==> config.mk <==
export PLATFORM = sky130hd
export DESIGN_NAME = uart_baud_gen_flat
export DESIGN_NICKNAME = d
export VERILOG_FILES = /design/src/rtl/uart_pkg.sv /design/src/rtl/uart_baud_gen_if.sv /design/src/rtl/frac_period_counter.sv /design/src/rtl/uart_baud_gen.sv /design/src/flat_wrapper.sv
export SDC_FILE = /design/constraint.sdc
export NUM_CORES = 1
export LEC_CHECK = 0
export ABC_AREA = 1
export CAP_MARGIN = 20
export CORE_MARGIN = 2
export CORE_UTILIZATION = 45
export CTS_CLUSTER_DIAMETER = 50
export DETAILED_ROUTE_END_ITERATION = 8
export DONT_BUFFER_PORTS = 1
export HOLD_SLACK_MARGIN = 0.03
export MAX_ROUTING_LAYER = met4
export SYNTH_ARGS = -nofsm -noshare
export SYNTH_HDL_FRONTEND = slang
export SYNTH_SLANG_ARGS = --single-unit
==> constraint.sdc <==
create_clock -name clk -period 5.4 [get_ports clk]
set_input_delay 0.81 -clock clk [delete_from_list [all_inputs] [get_ports clk]]
set_output_delay 0.81 -clock clk [all_outputs]
set_load 0.02 [all_outputs]
==> src/rtl/uart_pkg.sv <==
// rtl/uart_pkg.sv - shared UART constants and defaults
// Mode encoding and default widths shared by the baud generator and the Tx/Rx FSMs.
package uart_pkg;

   typedef enum logic {
      MODE_BIT = 1'b0,
      MODE_OVS = 1'b1
   } uart_mode_e;

   localparam int DEF_CNT_W  = 32;
   localparam int DEF_FRAC_W = 4;
   localparam int DEF_OVS    = 16;

endpackage

==> src/rtl/uart_baud_gen_if.sv <==
// rtl/uart_baud_gen_if.sv - control and strobe bundle of the baud generator
// The master (software/FSM side) drives the rate controls; the slave returns the strobes.
interface uart_baud_gen_if #(
   parameter int CNT_W  = 32,
   parameter int FRAC_W = 4,
   parameter int OVS    = 16
);
   localparam int OS_W = $clog2(OVS);

   logic              enable;
   logic              resync;
   logic              mode;
   logic [CNT_W-1:0]  divisor;
   logic [FRAC_W-1:0] frac;
   logic              tick;
   logic              end_bit_time;
   logic              mid_bit;
   logic [OS_W-1:0]   os_count;

   modport master (
      output enable, resync, mode, divisor, frac,
      input  tick, end_bit_time, mid_bit, os_count
   );

   modport slave (
      input  enable, resync, mode, divisor, frac,
      output tick, end_bit_time, mid_bit, os_count
   );
endinterface

==> src/rtl/frac_period_counter.sv <==
// rtl/frac_period_counter.sv - fractional-N base tick generator
// Period is divisor+1 cycles, stretched by one whenever the phase accumulator carries.
module frac_period_counter #(
   parameter int CNT_W  = 32,
   parameter int FRAC_W = 4
) (
   input  logic              clk,
   input  logic              rst,
   input  logic              clr,
   input  logic              enable,
   input  logic [CNT_W-1:0]  divisor,
   input  logic [FRAC_W-1:0] frac,
   output logic              tick
);
   logic [CNT_W-1:0]  r_q;
   logic [FRAC_W-1:0] r_acc;
   logic              r_ext;

   logic [CNT_W:0]    w_term;
   logic              w_hit;
   logic [FRAC_W:0]   w_acc_sum;

   // One extra bit keeps divisor=all-ones plus a stretch from wrapping to zero.
   assign w_term    = {1'b0, divisor} + {{CNT_W{1'b0}}, r_ext};
   assign w_hit     = ({1'b0, r_q} >= w_term);
   assign w_acc_sum = {1'b0, r_acc} + {1'b0, frac};
   assign tick      = enable & w_hit & ~rst & ~clr;

   always_ff @(posedge clk) begin
      if (rst || clr) begin
         r_q   <= '0;
         r_acc <= '0;
         r_ext <= 1'b0;
      end else if (enable) begin
         if (w_hit) begin
            r_q   <= '0;
            r_acc <= w_acc_sum[FRAC_W-1:0];
            r_ext <= w_acc_sum[FRAC_W];
         end else begin
            r_q   <= r_q + CNT_W'(1);
         end
      end
   end
endmodule

==> src/rtl/uart_baud_gen.sv <==
// rtl/uart_baud_gen.sv - shared Tx/Rx baud generator
// Mode 0 emits bit ticks; mode 1 emits oversample ticks with mid-bit and end-of-bit strobes.
module uart_baud_gen
   import uart_pkg::*;
#(
   parameter int CNT_W  = DEF_CNT_W,
   parameter int FRAC_W = DEF_FRAC_W,
   parameter int OVS    = DEF_OVS
) (
   input  logic            clk,
   input  logic            rst,
   uart_baud_gen_if.slave  bg
);
   localparam int              OS_W    = $clog2(OVS);
   localparam logic [OS_W-1:0] OS_LAST = OS_W'(OVS - 1);
   localparam logic [OS_W-1:0] OS_MID  = OS_W'(OVS / 2 - 1);

   logic            w_base_tick;
   logic            w_ovs;
   logic            w_os_last;
   logic            w_os_mid;
   logic [OS_W-1:0] r_os;

   frac_period_counter #(
      .CNT_W  (CNT_W),
      .FRAC_W (FRAC_W)
   ) u_period (
      .clk     (clk),
      .rst     (rst),
      .clr     (bg.resync),
      .enable  (bg.enable),
      .divisor (bg.divisor),
      .frac    (bg.frac),
      .tick    (w_base_tick)
   );

   assign w_ovs     = (bg.mode == MODE_OVS);
   assign w_os_last = (r_os == OS_LAST);
   assign w_os_mid  = (r_os == OS_MID);

   // The base tick is already suppressed by rst/resync/!enable, so it alone gates the index.
   always_ff @(posedge clk) begin
      if (rst || bg.resync) begin
         r_os <= '0;
      end else if (w_base_tick) begin
         if (!w_ovs || w_os_last) r_os <= '0;
         else                     r_os <= r_os + OS_W'(1);
      end
   end

   assign bg.tick         = w_base_tick;
   assign bg.end_bit_time = w_base_tick & (~w_ovs | w_os_last);
   assign bg.mid_bit      = w_base_tick & w_ovs & w_os_mid;
   assign bg.os_count     = w_ovs ? r_os : '0;
endmodule

==> src/flat_wrapper.sv <==
// flat-port wrapper written by rule: the top's interface ports become plain ports
module uart_baud_gen_flat import uart_pkg::*;
#(
   parameter int CNT_W  = DEF_CNT_W,
   parameter int FRAC_W = DEF_FRAC_W,
   parameter int OVS    = DEF_OVS
)
  (clk, rst, bg_enable, bg_resync, bg_mode, bg_divisor, bg_frac, bg_tick, bg_end_bit_time, bg_mid_bit, bg_os_count);
  uart_baud_gen_if #(.CNT_W(CNT_W), .FRAC_W(FRAC_W), .OVS(OVS)) bg_i ();
  input  logic clk;
  input  logic rst;
  input wire logic [$bits(bg_i.enable)-1:0] bg_enable;
  input wire logic [$bits(bg_i.resync)-1:0] bg_resync;
  input wire logic [$bits(bg_i.mode)-1:0] bg_mode;
  input wire logic [$bits(bg_i.divisor)-1:0] bg_divisor;
  input wire logic [$bits(bg_i.frac)-1:0] bg_frac;
  output wire logic [$bits(bg_i.tick)-1:0] bg_tick;
  output wire logic [$bits(bg_i.end_bit_time)-1:0] bg_end_bit_time;
  output wire logic [$bits(bg_i.mid_bit)-1:0] bg_mid_bit;
  output wire logic [$bits(bg_i.os_count)-1:0] bg_os_count;
  assign bg_i.enable = bg_enable;
  assign bg_i.resync = bg_resync;
  assign bg_i.mode = bg_mode;
  assign bg_i.divisor = bg_divisor;
  assign bg_i.frac = bg_frac;
  assign bg_tick = bg_i.tick;
  assign bg_end_bit_time = bg_i.end_bit_time;
  assign bg_mid_bit = bg_i.mid_bit;
  assign bg_os_count = bg_i.os_count;
  uart_baud_gen #(.CNT_W(CNT_W), .FRAC_W(FRAC_W), .OVS(OVS)) u_core (.clk(clk), .rst(rst), .bg(bg_i));
endmodule
==> implementation parameters, run 1 <==
Parameter                              Value

Synthesis
  Dominant combinational cell family by area after synthesis ... simple AND/OR/NAND/NOR gates
  Most used standard cell by instance count after synthesis ... sky130_fd_sc_hd__nand2_1
  Number of instances in the synthesized netlist ... 565
  Yosys top cell area share ... 21.53%
  Post-synthesis xor/xnor area fraction ... 11.49%
  Count of flip-flops with a built-in enable after synthesis ... 0
  Share of synthesized flip-flops with an asynchronous set or reset ... 0%
  Fraction of synthesized area in multiplexers ... 0%
  Mean instance size in the synthesized netlist ... 6.748 um^2
  Area share of and/or/nand/nor cells after synthesis ... 39.28%
  Count of cell types in the netlist ... 40
  Syn nets ... 647
  Top cell type by total area after synthesis ... sky130_fd_sc_hd__dfxtp_1
  Netlist area before placement ... 3812 um^2
  Cell types occupying the most area after synthesis ... sky130_fd_sc_hd__dfxtp_1, sky130_fd_sc_hd__nand2_1, sky130_fd_sc_hd__ha_1
  Number of synthesis warnings ... 0
  Most numerous cell types in the synthesized netlist ... sky130_fd_sc_hd__nand2_1, sky130_fd_sc_hd__inv_1, sky130_fd_sc_hd__nor2_1
  Number of storage elements in the synthesis netlist ... 41
  Synthesized-area fraction occupied by ao, oa, aoi and oai cells ... 6.268%
  Predominant post-synthesis flop cell ... sky130_fd_sc_hd__dfxtp_1
  Post-synthesis adder-cell area fraction ... 13.65%
  Sequential cell area fraction in the yosys report ... 21.53%

STA
  Final-layout worst hold slack ... 0.4801 ns
  Setup repair after global routing missed its margin ... no
  Maximum clock frequency ... 0.2057 GHz
  Number of hold-slack violations in the final timing report ... 0
  Final setup slack of the worst path ... 0.5392 ns
  Final setup viols ... 0
  Fraction of the cycle the final worst path needs ... 90.01%
  Clock tree skew after final layout ... 0.01238 ns
  Final critical-path required period ... 4.861 ns
  Slew headroom ... 62.24%
  Worst Max-Slew Pin Slew ... 0.5613 ns
  Max-slew violation count ... 0
  Post-Route Setup TNS ... 0 ns

Min path
  Class of the tightest hold or removal check ... flop to flop
  Hold worst-path end ... u_core.u_period.r_acc[0]
  Number of cells on the worst hold path ... 2
  Source of the worst hold timing path ... u_core.u_period.r_acc[0]

Die
  Horizontal die dimension ... 96.05 um
  Number of rows in the core area ... 33
  Initial Util ... 46.40%
  Total die area ... 9225 um^2
  Core ar. ... 8217 um^2
  # IOs ... 48
  Die Ht ... 96.05 um

Place
  Placed standard-cell area ... 3910 um^2
  Placement Setup Slack ... 0.4962 ns
  Placed wire-length estimate ... 7222 um
  I/O Buffers ... 0
  Global placement routability congestion ... 0.9393

Clocking
  Number of H-tree branching levels ... 2
  Number of buffers created by CTS ... 5
  TritonCTS clock tree ... built
  Clock transition at the register clock pins on the worst setup and hold paths after CTS ... 0.07 ns
  Root buffer selected by CTS ... sky130_fd_sc_hd__clkbuf_8
  Maximum buffer depth of the clock tree ... 2
  Clock latency at the later pin of the worst-skew pair ... 0.30 ns
  Post-CTS setup buffers ... 0
  Cells resized by post-CTS repair ... 0
  Number of buffers added to fix hold violations after cts ... 0
  Clock net sink count ... 41

Power
  VDD IR max ... 0.0001126 V
  Total power divided by cell area ... 162.7 nW/um^2
  P_leak ... 0.001786 uW
  Post-layout power ... 658.0 uW

Cells and area
  Final non-filler cell area ... 4044 um^2
  Layout cell share with drive strength beyond 1 ... 10.19%
  Number of nets in the layout ... 650
  Synth-to-layout area growth ... 6.072%
  Filler cell count in the final layout ... 857
  Count of antenna diodes in the layout ... 0

Critical path
  Required time reported for the critical path endpoint ... 4.59 ns
  Kind of end point of the critical path ... primary output
  Worst EP arrival ... 4.05 ns
  Setup slack of the most critical reg-to-reg path ... 1.67 ns
  Worst flop-to-flop path endpoint ... u_core.u_period.r_q[23]
  CP startpoint kind ... primary input
  Worst Path Max Fanout ... 8
  Worst flop-to-flop path startpoint ... u_core.u_period.r_ext
  Crit path kind ... primary input to primary output
  Reg2reg path depth ... 21

Routing
  Total wire length ... 8718 um
  Residual antenna-violating net count after detailed routing ... 0
  Via density per instance ... 5.070
  Routed via count ... 3,417
  WL per Instance ... 12.93 um
  Number of DRC markers in iteration 0 ... 147
  Post-detailed-route DRC marker count ... 0
  Detailed Routing Iterations Pass 1 ... 5

Run
  Max Cap Violations ... 0

Global route
  Initial antenna violation count ... 0
  First-pass GRT wire length ... 14,330 um
  Largest net degree at the start of global routing ... 26
  GR Overflow Total ... 0
  Number of global-route vias before repair ... 3,113
  Overall Global Routing Usage ... 20.12%

Run status
  Run status ... finished clean
kinds of logic after synthesis:
kind of cell | after synthesis
adders and majority gates | 41
DFF | 41
xor gates and xnor gates | 50
and+or+nand+nor | 318
AOI/OAI and AO/OA | 42
buffers and inverters | 73
sequential cells by signal, summed over array words and instances, names as in the netlist:
| register | cells |
|---|---|
| u_core.r_os | 4 |
| u_core.u_period.r_acc | 4 |
| u_core.u_period.r_ext | 1 |
| u_core.u_period.r_q | 32 |
worst max-delay path by stage:
stage                        startpoint          to  slack, ns  cells past startpoint
after global routing      bg_divisor[0]  bg_mid_bit       0.13                     22
after CTS                 bg_divisor[0]  bg_mid_bit       0.47                     22
final                     bg_divisor[0]  bg_mid_bit       0.54                     22
after detailed placement  bg_divisor[0]  bg_mid_bit       0.50                     22
after floorplan           bg_divisor[0]  bg_mid_bit       0.80                     22
after global placement    bg_divisor[0]  bg_mid_bit       0.61                     22
worst max-delay path, stage by stage:
cell and delay (ns):
sky130_fd_sc_hd__ha_1 0.19, sky130_fd_sc_hd__ha_1 0.22, sky130_fd_sc_hd__nand3_2 0.12, sky130_fd_sc_hd__nor2_1 0.16, sky130_fd_sc_hd__nand3_1 0.15, sky130_fd_sc_hd__nor3_2 0.20, sky130_fd_sc_hd__nand2_1 0.14, sky130_fd_sc_hd__nor2_2 0.16
sky130_fd_sc_hd__nand4_1 0.11, sky130_fd_sc_hd__xor2_1 0.16, sky130_fd_sc_hd__ha_1 0.29, sky130_fd_sc_hd__nand2_1 0.05, sky130_fd_sc_hd__nor2_1 0.13, sky130_fd_sc_hd__and2_1 0.16, sky130_fd_sc_hd__nand2_1 0.06, sky130_fd_sc_hd__nor2_1 0.12
sky130_fd_sc_hd__nand2_2 0.09, sky130_fd_sc_hd__nand2_4 0.11, sky130_fd_sc_hd__nand3_2 0.14, sky130_fd_sc_hd__inv_1 0.12, sky130_fd_sc_hd__nand2_1 0.05, sky130_fd_sc_hd__nor2_1 0.31
area by class of cell:
class	instances	area [um^2]	area share [%]
multi-input cells	451	2695	66.65
flip-flops and latches	41	820.8	20.30
inverters	68	255.2	6.312
well taps	105	131.4	3.249
clock buffers	5	68.82	1.702
clock inverters	3	65.06	1.609
repair buffers	1	7.507	0.1856
placed cells by master, fill, tap and decap left out, drive strengths merged:
cell,count
nand2,155
nor2,93
inv,68
dfxtp,41
ha,40
xor2,30
nand3,24
xnor2,20
a21oi,20
nor3,19
nand4,14
o21ai,11
clkbuf,5
nor4,4
nand3b,3
a21o,2
o21bai,2
a31oi,2
o211a,2
bufinv,2
and3,1
and2,1
a21boi,1
nor3b,1
o22ai,1
o21a,1
or2,1
and3b,1
or3b,1
fa,1
clkinv,1
buf,1
power breakdown:
group          switching [uW]  leakage [uW]  internal [uW]
Combinational            38.9       0.00139           22.2
Sequential              0.501      0.000330            302
Clock                     110     0.0000681            184
layer usage:
layer  global-route usage [%]  wire length (um)  part of all wire [%]
met1                    26.90              4210                    48
met2                    33.80              4126                    47
met3                    3.054               366                   4.2
met4                    1.071                15                  0.17
met5                        -                 0                     0
stage by stage:
stage / cells / util (%)
finish: 674 / 49.22
global route: 674 / 49.22
floorplan: 565 / -
detailed placement: 666 / 47.59
global placement: 666 / 47.59
CTS: 674 / 49.22
No activity file was read; power rests on OpenSTA's default activity.
==> run 2: changes to the inputs <==
--- a/config.mk
+++ b/config.mk
@@ -6,7 +6,7 @@
 export NUM_CORES = 1
 export LEC_CHECK = 0
 export ABC_AREA = 1
-export CAP_MARGIN = 20
+export CAP_MARGIN = 40
 export CORE_MARGIN = 2
 export CORE_UTILIZATION = 45
 export CTS_CLUSTER_DIAMETER = 50
==> constraint.sdc (replaced) <==
create_clock -name clk -period 5.4 [get_ports clk]
set_input_delay 0.81 -clock clk [delete_from_list [all_inputs] [get_ports clk]]
set_output_delay 0.81 -clock clk [all_outputs]
set_load 0.01 [all_outputs]
==> run 2 against run 1 <==
Compared with the run above: global-route usage rose by 0.64 points; core utilization fell by 0.72 points; hold slack got worse by 0.0013 ns; final cell count fell by 0.15%; sequential power barely moved; non-clock buffer count fell by 1; sequential cell count did not move; critical path depth did not move; critical endpoint unchanged; largest power group unchanged.
==> implementation parameters, run 2 (same netlist as run 1, synthesis figures left out) <==
Parameter                              Value

Clocking
  TritonCTS clock tree ... built
  Number of buffers created by CTS ... 5 (unchanged)
  Clock net sink count ... 41 (unchanged)
  Clock transition at the register clock pins on the worst setup and hold paths after CTS ... 0.08 ns (about the same)
  Clock latency at the later pin of the worst-skew pair ... 0.29 ns (about the same)
  Number of buffers added to fix hold violations after cts ... 0 (unchanged)
  Number of H-tree branching levels ... 2 (unchanged)
  Cells resized by post-CTS repair ... 0 (unchanged)
  Post-CTS setup buffers ... 0 (unchanged)
  Root buffer selected by CTS ... sky130_fd_sc_hd__clkbuf_8
  Maximum buffer depth of the clock tree ... 2 (unchanged)

Critical path
  Crit. path cell count ... 22 (unchanged)
  Worst path max stage delay ... 0.29 ns (-0.02 ns)
  Endpoint of the worst setup timing path ... bg_mid_bit
  Kind of end point of the critical path ... primary output
  CP startpoint kind ... primary input
  Number of buffer and inverter stages on the critical path ... 1 (unchanged)
  Required time reported for the critical path endpoint ... 4.59 ns (about the same)
  Crit path kind ... primary input to primary output
  Setup slack of the most critical reg-to-reg path ... 1.65 ns (-0.02 ns)
  Worst Path Max Fanout ... 8 (unchanged)
  Worst EP arrival ... 4.03 ns (-0.02 ns)
  Worst flop-to-flop path endpoint ... u_core.u_period.r_q[23]
  Top Family by Delay on Critical Path ... simple AND/OR/NAND/NOR gates
  Reg2reg path depth ... 21 (unchanged)
  Worst flop-to-flop path startpoint ... u_core.u_period.r_ext
  Worst-path cell with the longest stage delay ... sky130_fd_sc_hd__ha_1
  Sequence of cells on the critical path ... ha_1, ha_1, nand3_2, nor2_1, nand3_1, nor3_2, nand2_1, nor2_2, nand4_1, xor2_1, ha_1, nand2_1, nor2_1, and2_1, nand2_1, nor2_1, nand2_2, nand2_4, nand3_2, inv_2, nand2_1, nor2_1
  Start point of the critical path ... bg_divisor[0]

Global route
  First-pass GRT wire length ... 14,590 um (+1.8%)
  Largest net degree at the start of global routing ... 26 (unchanged)
  Initial antenna violation count ... 0 (unchanged)
  Overall Global Routing Usage ... 20.76% (+0.64 points)
  Number of global-route vias before repair ... 3,153 (+1.3%)
  GR Overflow Total ... 0 (unchanged)

Run
  Max Cap Violations ... 0 (unchanged)

Power
  P_leak ... 0.001755 uW (-1.7%)
  Total power divided by cell area ... 140.8 nW/um^2 (-13%)
  VDD IR max ... 0.0001141 V (+1.4%)

Place
  Global placement routability congestion ... 0.9238 (-1.7%)
  Placement Setup Slack ... 0.4871 ns (-0.009151 ns)
  Number of placed instances, taps included ... 665 (-0.15%)
  Placed wire-length estimate ... 7260 um (+0.52%)
  I/O Buffers ... 0 (unchanged)

STA
  Post-Route Setup TNS ... 0 ns (unchanged)
  Fraction of the cycle the final worst path needs ... 89.62% (-0.39 points)
  Worst Max-Slew Pin Slew ... 0.5622 ns (+0.0009567 ns)
  Setup repair after global routing missed its margin ... no
  Number of hold-slack violations in the final timing report ... 0 (unchanged)
  Final setup slack of the worst path ... 0.5603 ns (+0.02103 ns)
  Slew headroom ... 62.17% (-0.064 points)
  Maximum clock frequency ... 0.2066 GHz (+0.43%)
  Clock tree skew after final layout ... 0.01010 ns (-0.002278 ns)
  Max-slew violation count ... 0 (unchanged)
  Final setup viols ... 0 (unchanged)
  Final critical-path required period ... 4.840 ns (-0.02103 ns)

Cells and area
  Most frequent cells in the layout ... sky130_fd_sc_hd__nand2_1, sky130_fd_sc_hd__inv_1, sky130_fd_sc_hd__nor2_1, sky130_fd_sc_hd__dfxtp_1, sky130_fd_sc_hd__ha_1
  Largest regs ... u_core.u_period.r_q x32, u_core.r_os x4, u_core.u_period.r_acc x4
  Register with the highest flop count ... u_core.u_period.r_q
  Synth-to-layout area growth ... 4.529%
  Area of the multi-input gates ... 2695 um^2 (unchanged)
  Filler cell count in the final layout ... 872 (+1.8%)
  Max FFs per register ... 32 (unchanged)
  Most frequent standard cell in the layout excluding fill and tap cells ... sky130_fd_sc_hd__nand2_1
  Final design utilization ... 48.50% (-0.72 points)
  Number of nets in the layout ... 649 (-0.15%)
  Area used by sequential logic in the layout ... 820.8 um^2 (unchanged)
  Layout cell share with drive strength beyond 1 ... 10.04% (-0.16 points)
  Count of antenna diodes in the layout ... 0 (unchanged)
  Count of placed standard cells in the final layout, fillers left out ... 673 (-0.15%)

Die
  Total die area ... 9225 um^2 (unchanged)
  Die Ht ... 96.05 um (unchanged)
  # IOs ... 48 (unchanged)
  Horizontal die dimension ... 96.05 um (unchanged)
  Initial Util ... 46.40% (unchanged)
  Core ar. ... 8217 um^2 (unchanged)
  Number of rows in the core area ... 33 (unchanged)

Routing
  Residual antenna-violating net count after detailed routing ... 0 (unchanged)
  Total wire length ... 8775 um (+0.65%)
  WL per Instance ... 13.04 um (+0.80%)
  Post-detailed-route DRC marker count ... 0 (unchanged)
  Number of DRC markers in iteration 0 ... 203 (+38%)
  Detailed Routing Iterations Pass 1 ... 5 (unchanged)
  Routed via count ... 3,441 (+0.70%)
  Via density per instance ... 5.113 (+0.85%)

Run status
  Run status ... finished clean

Min path
  Class of the tightest hold or removal check ... flop to flop
run 2: changes by cell type in the layout (fill, tap and decap cells not counted):
cell                        delta
sky130_fd_sc_hd__bufinv_16     -2
sky130_fd_sc_hd__buf_4         -1
sky130_fd_sc_hd__clkbuf_1      +1
sky130_fd_sc_hd__clkinv_2      +1
sky130_fd_sc_hd__inv_1         -1
sky130_fd_sc_hd__inv_2         +1
run 2: tightest hold or removal path, delay by kind of cell (launching register included):
family	cells	cell delay, ns
and+or+nand+nor	2	0.12
DFF	1	0.32
run 2: layout make-up:
cell class,instances,share of cell area [%]
clock buffer,6,1.821
clock inverter,2,0.2512
inverter,68,6.405
multi-input combinational,451,67.63
sequential,41,20.60
tap,105,3.297
run 2: how the worst min path moves through the flow:
stage | from | endpoint | slack, ns | cells after the start
3_3_place_gp | u_core.u_period.r_acc[0] | u_core.u_period.r_acc[0] | 0.46 | 2
4_1_cts | u_core.u_period.r_acc[0] | u_core.u_period.r_acc[0] | 0.48 | 2
2_1_floorplan | u_core.u_period.r_acc[0] | u_core.u_period.r_acc[0] | 0.45 | 2
5_1_grt | u_core.u_period.r_acc[0] | u_core.u_period.r_acc[0] | 0.54 | 2
3_5_place_dp | u_core.u_period.r_acc[0] | u_core.u_period.r_acc[0] | 0.47 | 2
6_report | u_core.u_period.r_acc[0] | u_core.u_period.r_acc[0] | 0.48 | 2
run 2: stage by stage:
stage	area [um^2]	total power, uW	hold WS, ns
4_1_cts	3985	566.8	0.4823
5_1_grt	3985	591.0	0.5393
6_report	3985	561.1	0.4789
2_1_floorplan	3812	361.9	0.4508
3_3_place_gp	3902	370.9	0.4635
3_5_place_dp	3902	371.9	0.4712
run 2: routing by layer:
layer	part of all wire [%]	track usage [%]	routed length [um]
met5	0	-	0
met4	0.67	2.738	59
met2	47	33.74	4167
met3	3.8	2.976	334
met1	48	28.15	4214
run 2: power by group:
part	switching, uW	leakage [uW]	internal (uW)
sequential	0.492	0.000330	302
combinational	39.3	0.00138	22.3
clock	107	0.0000450	89.7
total	147	0.00175	414
==> run 3: changes to the inputs <==
--- a/config.mk
+++ b/config.mk
@@ -13,7 +13,7 @@
 export DETAILED_ROUTE_END_ITERATION = 8
 export DONT_BUFFER_PORTS = 1
 export HOLD_SLACK_MARGIN = 0.03
-export MAX_ROUTING_LAYER = met4
+export SKIP_CTS_REPAIR_TIMING = 1
 export SYNTH_ARGS = -nofsm -noshare
 export SYNTH_HDL_FRONTEND = slang
 export SYNTH_SLANG_ARGS = --single-unit
==> run 3 against run 2 <==
Compared with the run above: global-route usage shrank 0.59 points; sequential cell count is the same; sequential share of layout area is the same; largest power group unchanged.
==> implementation parameters, run 3 (same netlist as run 1, synthesis figures left out) <==
Parameter                              Value

Run status
  Run status ... finished clean

Critical path
  Worst Path Max Fanout ... 8 (unchanged)
  Kind of end point of the critical path ... primary output
  Required time reported for the critical path endpoint ... 4.59 ns (about the same)
  Setup slack of the most critical reg-to-reg path ... 1.66 ns (about the same)
  Start point of the critical path ... bg_divisor[0]
  CP startpoint kind ... primary input
  Worst flop-to-flop path startpoint ... u_core.u_period.r_ext
  Crit path kind ... primary input to primary output
  Worst flop-to-flop path endpoint ... u_core.u_period.r_q[23]
  Worst EP arrival ... 4.02 ns (about the same)
  Endpoint of the worst setup timing path ... bg_mid_bit
  Reg2reg path depth ... 21 (unchanged)

STA
  Number of hold-slack violations in the final timing report ... 0 (unchanged)
  Fraction of the cycle the final worst path needs ... 89.45% (-0.17 points)
  Setup repair after global routing missed its margin ... no
  Worst Max-Slew Pin Slew ... 0.5622 ns (unchanged)
  Clock tree skew after final layout ... 0.01015 ns (+0.00005170 ns)
  Final setup viols ... 0 (unchanged)
  Final critical-path required period ... 4.830 ns (-0.009429 ns)
  Maximum clock frequency ... 0.2070 GHz (+0.20%)
  Max-slew violation count ... 0 (unchanged)
  Slew headroom ... 62.17% (unchanged)
  Post-Route Setup TNS ... 0 ns (unchanged)

Run
  Max Cap Violations ... 0 (unchanged)

Cells and area
  Register with the highest flop count ... u_core.u_period.r_q
  Final design utilization ... 48.50% (unchanged)
  Max FFs per register ... 32 (unchanged)
  Most frequent cells in the layout ... sky130_fd_sc_hd__nand2_1, sky130_fd_sc_hd__inv_1, sky130_fd_sc_hd__nor2_1, sky130_fd_sc_hd__dfxtp_1, sky130_fd_sc_hd__ha_1
  Filler cell count in the final layout ... 872 (unchanged)
  Number of nets in the layout ... 649 (unchanged)
  Count of antenna diodes in the layout ... 0 (unchanged)
  Most frequent standard cell in the layout excluding fill and tap cells ... sky130_fd_sc_hd__nand2_1
  Count of placed standard cells in the final layout, fillers left out ... 673 (unchanged)
  Synth-to-layout area growth ... 4.529% (unchanged)
  Layout cell share with drive strength beyond 1 ... 10.04% (unchanged)
  Largest regs ... u_core.u_period.r_q x32, u_core.r_os x4, u_core.u_period.r_acc x4

Clocking
  Maximum buffer depth of the clock tree ... 2 (unchanged)
  Root buffer selected by CTS ... sky130_fd_sc_hd__clkbuf_8
  Number of H-tree branching levels ... 2 (unchanged)
  Number of buffers created by CTS ... 5 (unchanged)
  Clock net sink count ... 41 (unchanged)
  Clock latency at the later pin of the worst-skew pair ... 0.29 ns (about the same)
  TritonCTS clock tree ... built
  Clock transition at the register clock pins on the worst setup and hold paths after CTS ... 0.08 ns (about the same)

Routing
  Via density per instance ... 5.095 (-0.35%)
  Detailed Routing Iterations Pass 1 ... 4 (-1)
  Routed via count ... 3,429 (-0.35%)
  Number of DRC markers in iteration 0 ... 203 (unchanged)
  Post-detailed-route DRC marker count ... 0 (unchanged)
  WL per Instance ... 13.02 um (-0.17%)
  Residual antenna-violating net count after detailed routing ... 0 (unchanged)
  Total wire length ... 8760 um (-0.17%)

Power
  Fraction of power spent switching nets ... 26.11% (about the same)
  Net switching power figure ... 146.4 uW (-0.12%)
  Internal power of the cells ... 414.5 uW (about the same)
  Combinational share of power ... 11.0% (about the same)
  Post-layout power ... 560.9 uW (about the same)
  Reg power frac ... 54.0% (about the same)
  VDD IR max ... 0.0001139 V (-0.22%)
  Part of the total power dissipated in the clock network ... 35.0% (about the same)
  P_leak ... 0.001755 uW (unchanged)
  Total power divided by cell area ... 140.8 nW/um^2 (about the same)

Place
  Global placement routability congestion ... 0.9081 (-1.7%)
  I/O Buffers ... 0 (unchanged)
  Number of placed instances, taps included ... 665 (unchanged)
  Placed wire-length estimate ... 7260 um (unchanged)

Min path
  Number of cells on the worst hold path ... 2 (unchanged)
  Class of the tightest hold or removal check ... flop to flop

Die
  # IOs ... 48 (unchanged)
  Die Ht ... 96.05 um (unchanged)
  Number of rows in the core area ... 33 (unchanged)
  Total die area ... 9225 um^2 (unchanged)
  Core ar. ... 8217 um^2 (unchanged)
  Horizontal die dimension ... 96.05 um (unchanged)
  Initial Util ... 46.40% (unchanged)

Global route
  GR Overflow Total ... 0 (unchanged)
  Number of global-route vias before repair ... 3,153 (unchanged)
  First-pass GRT wire length ... 14,580 um (about the same)
  Largest net degree at the start of global routing ... 26 (unchanged)
  Initial antenna violation count ... 0 (unchanged)
  Overall Global Routing Usage ... 20.17% (-0.59 points)
run 3: cell counts in the layout (fill, tap and decap cells not counted):
Identical to the previous run, type by type.
run 3: area by class of cell:
class / instances / area, um^2 / share of cell area (%)
multi-input cells: 451 / 2695 / 67.63
flip-flops and latches: 41 / 820.8 / 20.60
inverters: 68 / 255.2 / 6.405
well taps: 105 / 131.4 / 3.297
clock buffers: 6 / 72.57 / 1.821
clock inverters: 2 / 10.01 / 0.2512
run 3: how the worst min path moves through the flow:
| stage | slack [ns] | start | end |
|---|---|---|---|
| 2_1_floorplan | 0.45 | u_core.u_period.r_acc[0] | u_core.u_period.r_acc[0] |
| 3_3_place_gp | 0.46 | u_core.u_period.r_acc[0] | u_core.u_period.r_acc[0] |
| 3_5_place_dp | 0.47 | u_core.u_period.r_acc[0] | u_core.u_period.r_acc[0] |
| 4_1_cts | 0.48 | u_core.u_period.r_acc[0] | u_core.u_period.r_acc[0] |
| 5_1_grt | 0.54 | u_core.u_period.r_acc[0] | u_core.u_period.r_acc[0] |
| 6_report | 0.48 | u_core.u_period.r_acc[0] | u_core.u_period.r_acc[0] |
run 3: routing by layer:
metal,GRT usage (%),share of wire (%),vias up
met3,2.976,3.8,4
met5,0,0,-
met1,28.05,48,1549
met4,2.738,0.49,0
li1,-,-,1816
met2,33.80,47,60
run 3: worst max-delay path, cell delays in order:
cell                      delay (ns)
sky130_fd_sc_hd__ha_1           0.18
sky130_fd_sc_hd__ha_1           0.22
sky130_fd_sc_hd__nand3_2        0.13
sky130_fd_sc_hd__nor2_1         0.17
sky130_fd_sc_hd__nand3_1        0.15
sky130_fd_sc_hd__nor3_2         0.20
sky130_fd_sc_hd__nand2_1        0.14
sky130_fd_sc_hd__nor2_2         0.16
sky130_fd_sc_hd__nand4_1        0.11
sky130_fd_sc_hd__xor2_1         0.16
sky130_fd_sc_hd__ha_1           0.29
sky130_fd_sc_hd__nand2_1        0.06
sky130_fd_sc_hd__nor2_1         0.11
sky130_fd_sc_hd__and2_1         0.16
sky130_fd_sc_hd__nand2_1        0.06
sky130_fd_sc_hd__nor2_1         0.11
sky130_fd_sc_hd__nand2_2        0.09
sky130_fd_sc_hd__nand2_4        0.11
sky130_fd_sc_hd__nand3_2        0.16
sky130_fd_sc_hd__inv_2          0.18
sky130_fd_sc_hd__nand2_1        0.06
sky130_fd_sc_hd__nor2_1         0.18
run 3: through the flow:
stage	cell area, um^2	setup WS, ns	hold slack (ns)
finish	3985	0.5697	0.4788
global route	3985	0.09188	0.5393
CTS	3985	0.4713	0.4823
detailed placement	3902	0.4871	0.4712
global placement	3902	0.5857	0.4635
floorplan	3812	0.9914	0.4508
run 3: power groups by stage:
stage,logic [uW],registers [uW],clock network (uW)
6_report,61.5,303,196
3_5_place_dp,61.8,310,0
2_1_floorplan,52.0,310,0
4_1_cts,62.2,303,202
5_1_grt,71.2,303,217
3_3_place_gp,60.8,310,0
